[config.mk]
export PLATFORM = sky130hd
export DESIGN_NAME = calc_op_sequencer_flat
export DESIGN_NICKNAME = d
export VERILOG_FILES = /design/src/rtl/calc_pkg.sv /design/src/rtl/calc_op_sequencer_if.sv /design/src/rtl/calc_iter_datapath.sv /design/src/rtl/calc_op_sequencer.sv /design/src/flat_wrapper.sv
export SDC_FILE = /design/constraint.sdc
export NUM_CORES = 1
export LEC_CHECK = 0
export ABC_AREA = 1
export CAP_MARGIN = 20
export CORE_ASPECT_RATIO = 2
export CORE_MARGIN = 4
export CORE_UTILIZATION = 35
export DETAILED_ROUTE_END_ITERATION = 10
export SYNTH_ARGS = -nofsm -noshare
export SYNTH_HDL_FRONTEND = slang
export SYNTH_HIERARCHICAL = 1
export SYNTH_SLANG_ARGS = --single-unit
export TNS_END_PERCENT = 1
[constraint.sdc]
create_clock -name clk_i -period 3.89 [get_ports clk_i]
set_input_delay 0.778 -clock clk_i [delete_from_list [all_inputs] [get_ports clk_i]]
set_output_delay 0.778 -clock clk_i [all_outputs]
set_load 0.03 [all_outputs]
[src/rtl/calc_pkg.sv]
// Shared types and defaults for the four-function calculator sequencer.
package calc_pkg;

    localparam int unsigned CALC_WIDTH = 8;

    typedef enum logic [1:0] {
        OP_ADD = 2'b00,
        OP_SUB = 2'b01,
        OP_MUL = 2'b10,
        OP_DIV = 2'b11
    } op_t;

    typedef enum logic [2:0] {
        IDLE,
        EXEC,
        MTEST,
        MADD,
        MSHIFT,
        DSHIFT,
        DSUB,
        FIN
    } state_t;

endpackage

[src/rtl/calc_op_sequencer_if.sv]
// Request/result bundle between the operand registers and the calculator sequencer.
interface calc_op_sequencer_if
    import calc_pkg::*;
#(
    parameter int unsigned WIDTH = CALC_WIDTH
) ();

    logic               start;
    op_t                op;
    logic [WIDTH-1:0]   a;
    logic [WIDTH-1:0]   b;
    logic               busy;
    logic               done;
    logic [2*WIDTH-1:0] result;
    logic               carry;
    logic               div_zero;

    modport master (
        output start, op, a, b,
        input  busy, done, result, carry, div_zero
    );

    modport slave (
        input  start, op, a, b,
        output busy, done, result, carry, div_zero
    );

endinterface

[src/rtl/calc_iter_datapath.sv]
// Shared shift-add / restoring shift-subtract datapath: M/D, Acc/R, Q, C and bit counter.
// Strobes are applied on the clock edge; the *_o result views show the value the next edge produces.
module calc_iter_datapath
    import calc_pkg::*;
#(
    parameter int unsigned WIDTH = CALC_WIDTH
) (
    input  logic               clk_i,
    input  logic               rst_i,
    input  logic               load_i,
    input  logic               add_i,
    input  logic               mshift_i,
    input  logic               dshift_i,
    input  logic               dsub_i,
    input  logic               dec_i,
    input  logic [WIDTH-1:0]   m_i,
    input  logic [WIDTH-1:0]   q_i,
    output logic               q0_o,
    output logic               cnt_zero_o,
    output logic               r_ge_d_o,
    output logic [2*WIDTH-1:0] prod_o,
    output logic [WIDTH-1:0]   rem_next_o,
    output logic [WIDTH-2:0]   q_hi_o
);

    localparam int unsigned CW = (WIDTH > 2) ? $clog2(WIDTH) : 1;

    logic [WIDTH-1:0] m_q, m_d;
    logic [WIDTH-1:0] acc_q, acc_d;
    logic [WIDTH-1:0] q_q, q_d;
    logic             c_q, c_d;
    logic [CW-1:0]    cnt_q, cnt_d;

    logic [WIDTH:0]   sum;
    logic [WIDTH-1:0] rem;
    logic             r_ge_d;

    // During division C acts as the remainder's extra top bit so 2R+1 never overflows.
    assign sum    = {1'b0, acc_q} + {1'b0, m_q};
    assign rem    = acc_q - m_q;
    assign r_ge_d = {c_q, acc_q} >= {1'b0, m_q};

    always_comb begin
        m_d   = m_q;
        acc_d = acc_q;
        q_d   = q_q;
        c_d   = c_q;
        cnt_d = cnt_q;
        if (load_i) begin
            m_d   = m_i;
            q_d   = q_i;
            acc_d = '0;
            c_d   = 1'b0;
            cnt_d = CW'(WIDTH - 1);
        end else if (add_i) begin
            {c_d, acc_d} = sum;
        end else if (mshift_i) begin
            {c_d, acc_d, q_d} = {1'b0, c_q, acc_q, q_q[WIDTH-1:1]};
        end else if (dshift_i) begin
            {c_d, acc_d, q_d} = {acc_q, q_q, 1'b0};
        end else if (dsub_i) begin
            acc_d = r_ge_d ? rem : acc_q;
            q_d   = {q_q[WIDTH-1:1], r_ge_d};
            c_d   = 1'b0;
        end
        if (dec_i) begin
            cnt_d = cnt_q - CW'(1);
        end
    end

    always_ff @(posedge clk_i) begin
        if (rst_i) begin
            m_q   <= '0;
            acc_q <= '0;
            q_q   <= '0;
            c_q   <= 1'b0;
            cnt_q <= '0;
        end else begin
            m_q   <= m_d;
            acc_q <= acc_d;
            q_q   <= q_d;
            c_q   <= c_d;
            cnt_q <= cnt_d;
        end
    end

    assign q0_o       = q_q[0];
    assign cnt_zero_o = (cnt_q == '0);
    assign r_ge_d_o   = r_ge_d;
    assign prod_o     = {c_q, acc_q, q_q[WIDTH-1:1]};
    assign rem_next_o = r_ge_d ? rem : acc_q;
    assign q_hi_o     = q_q[WIDTH-1:1];

endmodule

[src/rtl/calc_op_sequencer.sv]
// Four-function calculator sequencer: ADD/SUB in one execute cycle, MUL/DIV iterated on a shared datapath.
// Start is only sampled in IDLE; results are registered on entry to FIN, where Done pulses for one cycle.
module calc_op_sequencer
    import calc_pkg::*;
#(
    parameter int unsigned WIDTH = CALC_WIDTH
) (
    input  logic          clk_i,
    input  logic          rst_i,
    calc_op_sequencer_if.slave bus
);

    state_t               state_q, state_d;
    op_t                  op_q, op_d;
    logic [WIDTH-1:0]     a_q, a_d;
    logic [WIDTH-1:0]     b_q, b_d;
    logic [2*WIDTH-1:0]   result_q, result_d;
    logic                 carry_q, carry_d;
    logic                 div_zero_q, div_zero_d;

    logic                 dp_load, dp_add, dp_mshift, dp_dshift, dp_dsub, dp_dec;
    logic [WIDTH-1:0]     dp_m, dp_q;
    logic                 dp_q0, dp_cnt_zero, dp_r_ge_d;
    logic [2*WIDTH-1:0]   dp_prod;
    logic [WIDTH-1:0]     dp_rem_next;
    logic [WIDTH-2:0]     dp_q_hi;

    logic [WIDTH:0]       sum_ab;
    logic [WIDTH-1:0]     diff_ab;

    assign sum_ab  = {1'b0, a_q} + {1'b0, b_q};
    assign diff_ab = a_q - b_q;

    // Multiply keeps the multiplicand in M and the multiplier in Q; divide swaps roles.
    assign dp_m = (bus.op == OP_DIV) ? bus.b : bus.a;
    assign dp_q = (bus.op == OP_DIV) ? bus.a : bus.b;

    calc_iter_datapath #(.WIDTH(WIDTH)) u_dp (
        .clk_i      (clk_i),
        .rst_i      (rst_i),
        .load_i     (dp_load),
        .add_i      (dp_add),
        .mshift_i   (dp_mshift),
        .dshift_i   (dp_dshift),
        .dsub_i     (dp_dsub),
        .dec_i      (dp_dec),
        .m_i        (dp_m),
        .q_i        (dp_q),
        .q0_o       (dp_q0),
        .cnt_zero_o (dp_cnt_zero),
        .r_ge_d_o   (dp_r_ge_d),
        .prod_o     (dp_prod),
        .rem_next_o (dp_rem_next),
        .q_hi_o     (dp_q_hi)
    );

    always_comb begin
        state_d    = state_q;
        op_d       = op_q;
        a_d        = a_q;
        b_d        = b_q;
        result_d   = result_q;
        carry_d    = carry_q;
        div_zero_d = div_zero_q;
        dp_load    = 1'b0;
        dp_add     = 1'b0;
        dp_mshift  = 1'b0;
        dp_dshift  = 1'b0;
        dp_dsub    = 1'b0;
        dp_dec     = 1'b0;

        unique case (state_q)
            IDLE: begin
                if (bus.start) begin
                    op_d    = bus.op;
                    a_d     = bus.a;
                    b_d     = bus.b;
                    dp_load = 1'b1;
                    unique case (bus.op)
                        OP_ADD, OP_SUB: state_d = EXEC;
                        OP_MUL:         state_d = MTEST;
                        default: begin
                            if (bus.b == '0) begin
                                state_d    = FIN;
                                result_d   = '0;
                                carry_d    = 1'b0;
                                div_zero_d = 1'b1;
                            end else begin
                                state_d = DSHIFT;
                            end
                        end
                    endcase
                end
            end
            EXEC: begin
                state_d    = FIN;
                div_zero_d = 1'b0;
                if (op_q == OP_ADD) begin
                    result_d = {{(WIDTH-1){1'b0}}, sum_ab};
                    carry_d  = sum_ab[WIDTH];
                end else begin
                    result_d = {{WIDTH{1'b0}}, diff_ab};
                    carry_d  = (a_q < b_q);
                end
            end
            MTEST: begin
                state_d = dp_q0 ? MADD : MSHIFT;
            end
            MADD: begin
                dp_add  = 1'b1;
                state_d = MSHIFT;
            end
            MSHIFT: begin
                dp_mshift = 1'b1;
                if (dp_cnt_zero) begin
                    state_d    = FIN;
                    result_d   = dp_prod;
                    carry_d    = 1'b0;
                    div_zero_d = 1'b0;
                end else begin
                    dp_dec  = 1'b1;
                    state_d = MTEST;
                end
            end
            DSHIFT: begin
                dp_dshift = 1'b1;
                state_d   = DSUB;
            end
            DSUB: begin
                dp_dsub = 1'b1;
                if (dp_cnt_zero) begin
                    state_d    = FIN;
                    result_d   = {dp_rem_next, dp_q_hi, dp_r_ge_d};
                    carry_d    = 1'b0;
                    div_zero_d = 1'b0;
                end else begin
                    dp_dec  = 1'b1;
                    state_d = DSHIFT;
                end
            end
            FIN: begin
                state_d = IDLE;
            end
            default: begin
                state_d = IDLE;
            end
        endcase
    end

    always_ff @(posedge clk_i) begin
        if (rst_i) begin
            state_q    <= IDLE;
            op_q       <= OP_ADD;
            a_q        <= '0;
            b_q        <= '0;
            result_q   <= '0;
            carry_q    <= 1'b0;
            div_zero_q <= 1'b0;
        end else begin
            state_q    <= state_d;
            op_q       <= op_d;
            a_q        <= a_d;
            b_q        <= b_d;
            result_q   <= result_d;
            carry_q    <= carry_d;
            div_zero_q <= div_zero_d;
        end
    end

    assign bus.busy     = (state_q != IDLE);
    assign bus.done     = (state_q == FIN);
    assign bus.result   = result_q;
    assign bus.carry    = carry_q;
    assign bus.div_zero = div_zero_q;

endmodule

[src/flat_wrapper.sv]
// flat-port wrapper written by rule: the top's interface ports become plain ports
module calc_op_sequencer_flat import calc_pkg::*;
#(
    parameter int unsigned WIDTH = CALC_WIDTH
)
  (clk_i, rst_i, bus_start, bus_op, bus_a, bus_b, bus_busy, bus_done, bus_result, bus_carry, bus_div_zero);
  calc_op_sequencer_if #(.WIDTH(WIDTH)) bus_i ();
  input  logic clk_i;
  input  logic rst_i;
  input wire logic [$bits(bus_i.start)-1:0] bus_start;
  input wire logic [$bits(bus_i.op)-1:0] bus_op;
  input wire logic [$bits(bus_i.a)-1:0] bus_a;
  input wire logic [$bits(bus_i.b)-1:0] bus_b;
  output wire logic [$bits(bus_i.busy)-1:0] bus_busy;
  output wire logic [$bits(bus_i.done)-1:0] bus_done;
  output wire logic [$bits(bus_i.result)-1:0] bus_result;
  output wire logic [$bits(bus_i.carry)-1:0] bus_carry;
  output wire logic [$bits(bus_i.div_zero)-1:0] bus_div_zero;
  assign bus_i.start = bus_start;
  assign bus_i.op = bus_op;
  assign bus_i.a = bus_a;
  assign bus_i.b = bus_b;
  assign bus_busy = bus_i.busy;
  assign bus_done = bus_i.done;
  assign bus_result = bus_i.result;
  assign bus_carry = bus_i.carry;
  assign bus_div_zero = bus_i.div_zero;
  calc_op_sequencer #(.WIDTH(WIDTH)) u_core (.clk_i(clk_i), .rst_i(rst_i), .bus(bus_i));
endmodule
==> impl_results.md, run 1 <==
* Status: finished clean
* FP Rows at 62
* Sequential fraction of the synthesis area at 0.261
* Hold depth at 2
* Synth unique cells at 45
* Pleak at 2.68 nW
* Yosys reg bits at 67
* Post-route clock period utilization at 0.661
* I/O Buffers at 40
* First-pass GRT wire length at 26600 µm
* Hold path startpoint: u_core/op_q[1]
* Setup Skew at 0.00627 ns
* Max Fclk at 389 MHz
* R2R Path End: u_core/bus.result[8]
* Mapped Area at 5130 µm²
* DR pass1 iterations at 5
* I/O pins at 41
* Die area at roughly 17000 µm²
* Post-CTS Setup Bufs at 0
* Gate Count Post-Synth at 785
* Mapped Nets at 845
* P&R area growth vs syn at 15.8%
* Slew Viols, Final at 0
* PD cells at 921 nW/µm²
* Post-synth EDFFs at 0
* VDD IR max at between 300 and 400 µV
* Initial antenna violation count at 0
* PostCTS Resize Cnt at 0
* Critical path class: register to register
* CTS buffer count at 9
* Cell family with most CP delay: simple AND/OR/NAND/NOR gates
* Maximum root-to-sink buffer count at 2
* H-tree Lvls at 3
* Largest stage delay, worst path at 0.54 ns
* Largest net degree at the start of global routing at 20
* Routed len/inst at around 17 µm
* Core ar. at approximately 14000 µm²
* Post-route DRC at 0
* Synth Area per Inst at roughly 6.5 µm²
* Worst hold-check path type: register to register
* WHS Endpoint: u_core/op_q[1]
* Worst Tran Pin Value at roughly 0.95 ns
* Die height at roughly 180 µm
* Max_cap viols at 0
* Rel. slew slack at 0.367
* Clk Latency, worst-skew pair at 0.34 ns
* CP cell instances: ha_1 > nand2_2 > nor2_2 > nand2_1 > nor2_2 > nor2_2 > nand2_4 > nand2_2 > nand2_1 > a22o_1 > o21bai_1 > nand2_1 > a21oi_1
* RSZ-0062 raised after global routing: false
* Worst-path clk slew at roughly 0.060 ns
* Via count at about 5200
* Diodes inserted at 0
* R2R depth at 13
* Final GP Congestion at 0.943
* Total negative slack at 0 ns
* Layout cells sized above 1 at 0.0819
* Startpoint type of the worst setup path: register
* Total GRT Usage at 0.209
* Dpl hpwl at 13400 µm
* Nets at just under 900
* Post-route ant nets at 0
* Reg2reg start: u_core/u_dp/acc_q[4]
* Final setup violation count at 0
* DR iter-0 viols at between 200 and 300
* Crit-path slowest cell: dfxtp_1
* Min Tclk post-route at roughly 2.6 ns
* Pre-CTS setup slack at 1.14 ns
* Slack of the worst reg-to-reg path at around 1.3 ns
* Pwr Total at 5.47 mW
* Yosys warns at 6
* Synth async-reset ratio at 0
* CTS Root Cell: clkbuf_16
* Crit path DAT at 2.78 ns
* Ys flop type: dfxtp_1
* Hold Vio Cnt, Final at 0
* Final wirelength at 17100 µm
* Vias in the first global route at about 5300
* Initial Util at 0.357
* DR vias/cell at about 5.2
* Crit path required time at a little over 4 ns
* CTS tree: yes
* CP Max Fanout at 13
* CTS sink cnt at 67
* GRT overflow at 0
* CP Buf/Inv Count at 0
* Final worst slack at 1.32 ns
* Die X at 93.6 µm
* CTS hold repair buffers at 0
* Crit path capture type: register
routing by layer:
| metal | vias up | GRT usage | routed length (µm) | part of all wire |
|---|---|---|---|---|
| li1 | 2620 | - | - | - |
| met1 | 2354 | 0.186 | 5700 | 0.33 |
| met2 | 168 | 0.403 | 9340 | 0.55 |
| met3 | 75 | 0.0239 | 571 | 0.033 |
| met4 | 0 | 0.181 | 1480 | 0.087 |
| met5 | - | 0 | 0 | 0 |
report_power, final:
group / leakage [nW] / switching (mW) / internal (mW)
clock: 0.139 / 0.338 / 0.497
sequential: 0.549 / 0.224 / 0.879
combinational: 2.00 / 2.43 / 1.10
cells in the final DEF, fill, tap and decap left out, drive strengths merged:
cell           instances
a32oi                  5
or2                    4
dfxtp                 67
a211oi                10
nor2                  67
o21ai                 69
nor3                  10
and2                   3
nand2                214
nand4                  7
ha                    35
xor2                   4
o311ai                 1
a21oi                 65
o211ai                 5
bufinv                 1
clkinv                 4
buf                   10
a21boi                 1
a22o                  13
clkinvlp               2
o21bai                 4
nand3b                 3
o221ai                 1
clkdlybuf4s50         40
fa                     4
nand3                 42
clkbuf                10
o31ai                  1
a221oi                 4
inv                  106
nor3b                  1
o21a                   1
a31oi                  4
logic make-up (layout without fill, tap and decap cells):
family                     count (synthesis)  after routing  synth area share
buffers and inverters                    140            173             0.118
AOI/OAI and AO/OA                        184            184             0.216
DFF                                       67             67             0.261
xor gates and xnor gates                   4              4           0.00683
adders and majority gates                 39             39             0.101
and+or+nand+nor                          351            351             0.297
synthesized netlist by cell type, types with 2 or more instances:
| master | instances | area [µm²] |
|---|---|---|
| nand2_1 | 200 | 751 |
| inv_1 | 102 | 383 |
| dfxtp_1 | 67 | 1340 |
| o21ai_0 | 65 | 325 |
| a21oi_1 | 60 | 300 |
| nor2_1 | 59 | 221 |
| nand3_1 | 39 | 195 |
| ha_1 | 35 | 438 |
| clkbuf_1 | 15 | 56.3 |
| a22o_1 | 13 | 114 |
| nand2_2 | 11 | 68.8 |
| a211oi_1 | 10 | 75.1 |
| nor3_1 | 9 | 45.0 |
| buf_4 | 8 | 60.1 |
| nor2_2 | 8 | 50.1 |
| nand4_1 | 7 | 43.8 |
| buf_2 | 6 | 30.0 |
| a32oi_1 | 5 | 43.8 |
| o211ai_1 | 5 | 37.5 |
| a21oi_2 | 4 | 35.0 |
| a221oi_1 | 4 | 35.0 |
| a31oi_1 | 4 | 25.0 |
| fa_1 | 4 | 80.1 |
| o21bai_1 | 4 | 30.0 |
| or2_2 | 4 | 25.0 |
| xor2_1 | 4 | 35.0 |
| and2_1 | 3 | 18.8 |
| inv_2 | 3 | 11.3 |
| nand2_4 | 3 | 33.8 |
| nand3_2 | 3 | 30.0 |
| nand3b_1 | 3 | 22.5 |
| o21ai_2 | 3 | 26.3 |
| buf_6 | 2 | 22.5 |
| clkinv_1 | 2 | 7.51 |
per-stage QoR:
stage | area, µm² | std cells | hold WS, ns | util
floorplan | 5130 | 785 | 0.441 | -
global placement | 5650 | 994 | 0.455 | 0.393
detailed placement | 5650 | 994 | 0.457 | 0.393
CTS | 5940 | 1010 | 0.465 | 0.414
global route | 5940 | 1010 | 0.480 | 0.414
finish | 5940 | 1010 | 0.465 | 0.414
worst reg2reg max path, cell delays in order, from the launching register on:
cell,delay (ns)
dfxtp_1,0.54
ha_1,0.46
nand2_2,0.14
nor2_2,0.07
nand2_1,0.08
nor2_2,0.04
nor2_2,0.22
nand2_4,0.19
nand2_2,0.10
nand2_1,0.05
a22o_1,0.23
o21bai_1,0.19
nand2_1,0.08
a21oi_1,0.06
layout make-up:
class,instances,area [µm²]
fill,1570,8410
multi-input combinational,578,3190
sequential,67,1340
timing repair buffer,50,475
inverter,107,402
tap,192,240
clock buffer,10,229
clock inverter,6,63.8
worst max-delay path by stage:
stage	start	slack, ns	end	cells past startpoint
after floorplan	bus_start	1.79	u_core/u_dp/q_q[4]	8
after detailed placement	bus_b[7]	1.14	u_core/bus.result[8]	8
after global placement	bus_b[6]	1.14	u_core/bus.result[4]	8
final	u_core/u_dp/acc_q[4]	1.32	u_core/bus.result[8]	13
after CTS	u_core/u_dp/acc_q[4]	1.32	u_core/bus.result[8]	13
after global routing	u_core/u_dp/acc_q[4]	1.14	u_core/bus.result[14]	13
sequential cells by signal, indices dropped and copies added, names as in the netlist:
register and flops:
u_core/a_q 8, u_core/op_q 2, u_core/bus.div_zero 1, u_core/u_dp/m_q 8, u_core/u_dp/q_q 8, u_core/u_dp/acc_q 8, u_core/b_q 8, u_core/state_q 3
u_core/bus.carry 1, u_core/u_dp/c_q 1, u_core/bus.result 16, u_core/u_dp/cnt_q 3
Power figures use the tool's default switching activity.
==> run 2, diff against run 1 <==
Clock period 3.89 ns to 2.2 ns, I/O delays scaled along.
==> impl_results.md, run 2 (synthesis gave the netlist of run 1 again) <==
* Status: finished clean
* VDD IR max at 529 µV (+34%)
* Die area at 16800 µm² (unchanged)
* Layout cells sized above 1 at 0.141 (+0.0590)
* Commonest non-fill, non-tap cell in the layout: nand2_1
* Hold path startpoint: u_core/bus.result[4]
* Post-route clock period utilization at 0.963 (+0.303)
* GRT met1 Usage at 0.193 (+0.00774)
* DR pass1 iterations at 4 (-1)
* Initial antenna violation count at 0 (unchanged)
* Dpl hpwl at 14300 µm (+6.7%)
* Total negative slack at 0 ns (unchanged)
* Placed Area at 5950 µm² (+5.5%)
* Die height at 179 µm (unchanged)
* Fin area at 6370 µm² (+7.2%)
* Clk Latency, worst-skew pair at 0.34 ns (about the same)
* Rel. slew slack at 0.615 (+0.248)
* Placed insts at 1035 (+4.1%)
* Post-layout util at 0.444 (+0.0299)
* I/O Buffers at 40 (unchanged)
* Pleak at 2.92 nW (+8.9%)
* Post-route ant nets at 0 (unchanged)
* Total GRT Usage at 0.218 (+0.00856)
* Final GP Congestion at 0.954 (+1.2%)
* R2R depth at 14 (+1)
* Maximum root-to-sink buffer count at 2 (unchanged)
* Via count at 5384 (+3.2%)
* Core ar. at 14400 µm² (unchanged)
* H-tree Lvls at 3 (unchanged)
* Most frequent cells in the layout: nand2_1 (200), inv_1 (99), dfxtp_1 (67)
* Max_cap viols at 0 (unchanged)
* Slew Viols, Final at 0 (unchanged)
* Vias in the first global route at 5467 (+4.0%)
* RSZ-0062 raised after global routing: true
* Final setup violation count at 0 (unchanged)
* Worst Tran Pin Value at 0.573 ns (-0.374 ns)
* Max Fclk at 472 MHz (+21%)
* CTS hold repair buffers at 0 (unchanged)
* GRT overflow at 0 (unchanged)
* Final wirelength at 17900 µm (+4.6%)
* Worst hold-check path type: register to register
* CTS buffer count at 9 (unchanged)
* Die X at 93.6 µm (unchanged)
* Crit path required time at 2.41 ns (-1.69 ns)
* DR iter-0 viols at 254 (-13%)
* Worst-path clk slew at 0.06 ns (about the same)
* Diodes inserted at 0 (unchanged)
* CTS Root Cell: clkbuf_16
* Crit path DAT at 2.33 ns (-0.45 ns)
* Post-CTS Setup Bufs at 0 (unchanged)
* I/O pins at 41 (unchanged)
* Setup Skew at 0.00969 ns (+0.00341 ns)
* Min Tclk post-route at 2.12 ns (-0.451 ns)
* Routed len/inst at 17.0 µm (+0.50%)
* DR vias/cell at 5.12 (-0.82%)
* Pwr Total at 10.7 mW (+96%)
* P&R area growth vs syn at 24.1%
* Initial Util at 0.357 (unchanged)
* PostCTS Resize Cnt at 0 (unchanged)
* FP Rows at 62 (unchanged)
* CTS sink cnt at 67 (unchanged)
* First-pass GRT wire length at 27600 µm (+3.8%)
* Post-route DRC at 0 (unchanged)
* Layer with the highest usage: met2
* Max reg flops at 16 (unchanged)
* Critical path class: register to register
* M3 GR Usage at 0.0223 (-0.00168)
* Startpoint type of the worst setup path: register
* PD cells at 1690 nW/µm² (+83%)
* Hold Vio Cnt, Final at 0 (unchanged)
* CTS tree: yes
* CP Max Fanout at 11 (-2)
* Hold depth at 2 (unchanged)
* Reg2reg start: u_core/u_dp/m_q[2]
* Setup crit start: u_core/u_dp/m_q[2]
* Layout Cells excl Fill at 1051 (+4.1%)
* Crit path capture type: register
* Nets at 914 (+4.7%)
* Largest net degree at the start of global routing at 32 (+60%)
* Grt met2 use at 0.414 (+0.0108)
-- run 2: path summary, 6_finish.rpt --
| path | slack (ns) | end |
|---|---|---|
| worst min-delay path | 0.46 | u_core/bus.result[4] |
| worst max register to register | 0.08 | u_core/bus.result[9] |
| worst max-delay path | 0.08 | u_core/bus.result[9] |
| worst min register to register | 0.46 | u_core/bus.result[4] |
-- run 2: critical path: stages (launching register included) --
cell and delay (ns):
dfxtp_1 0.33, inv_1 0.06, ha_1 0.34, nand2_1 0.13, nor2_2 0.05, nand2_1 0.08, nor2_2 0.05, nor2_4 0.21
nand2_8 0.12, buf_4 0.16, nand2_2 0.05, nand2_1 0.09, a22o_1 0.21, nand2_1 0.07, a21oi_1 0.06
-- run 2: cell type report --
type / count / area [µm²]
repair buffers: 91 / 790
flip-flops and latches: 67 / 1340
fillers: 1569 / 7980
clock inverters: 7 / 100
clock buffers: 9 / 225
multi-input cells: 578 / 3270
well taps: 192 / 240
inverters: 107 / 402
-- run 2: metal layers --
metal	up-vias	share of wire
met5	-	0
met4	0	0.10
met3	83	0.020
met2	138	0.54
met1	2462	0.33
li1	2701	-
-- run 2: metrics by stage --
stage / setup slack (ns) / hold slack (ns)
after floorplan: 0.145 / 0.441
after global placement: 0.0605 / 0.451
after detailed placement: 0.0244 / 0.454
after CTS: 0.0193 / 0.464
after global routing: -0.0289 / 0.478
final: 0.0805 / 0.461
-- run 2: power breakdown --
| group | switching, mW | internal [mW] | leakage, nW |
|---|---|---|---|
| combinational | 4.71 | 2.60 | 2.22 |
| clock | 0.585 | 1.00 | 0.160 |
| sequential | 0.289 | 1.56 | 0.549 |
| total | 5.59 | 5.15 | 2.92 |
==> run 3, diff against run 2 <==
Settings changed: CAP_MARGIN 20 to 0.
==> results of run 3 <==
No change in the layout: final DEF, timing and power equal those of run 2.
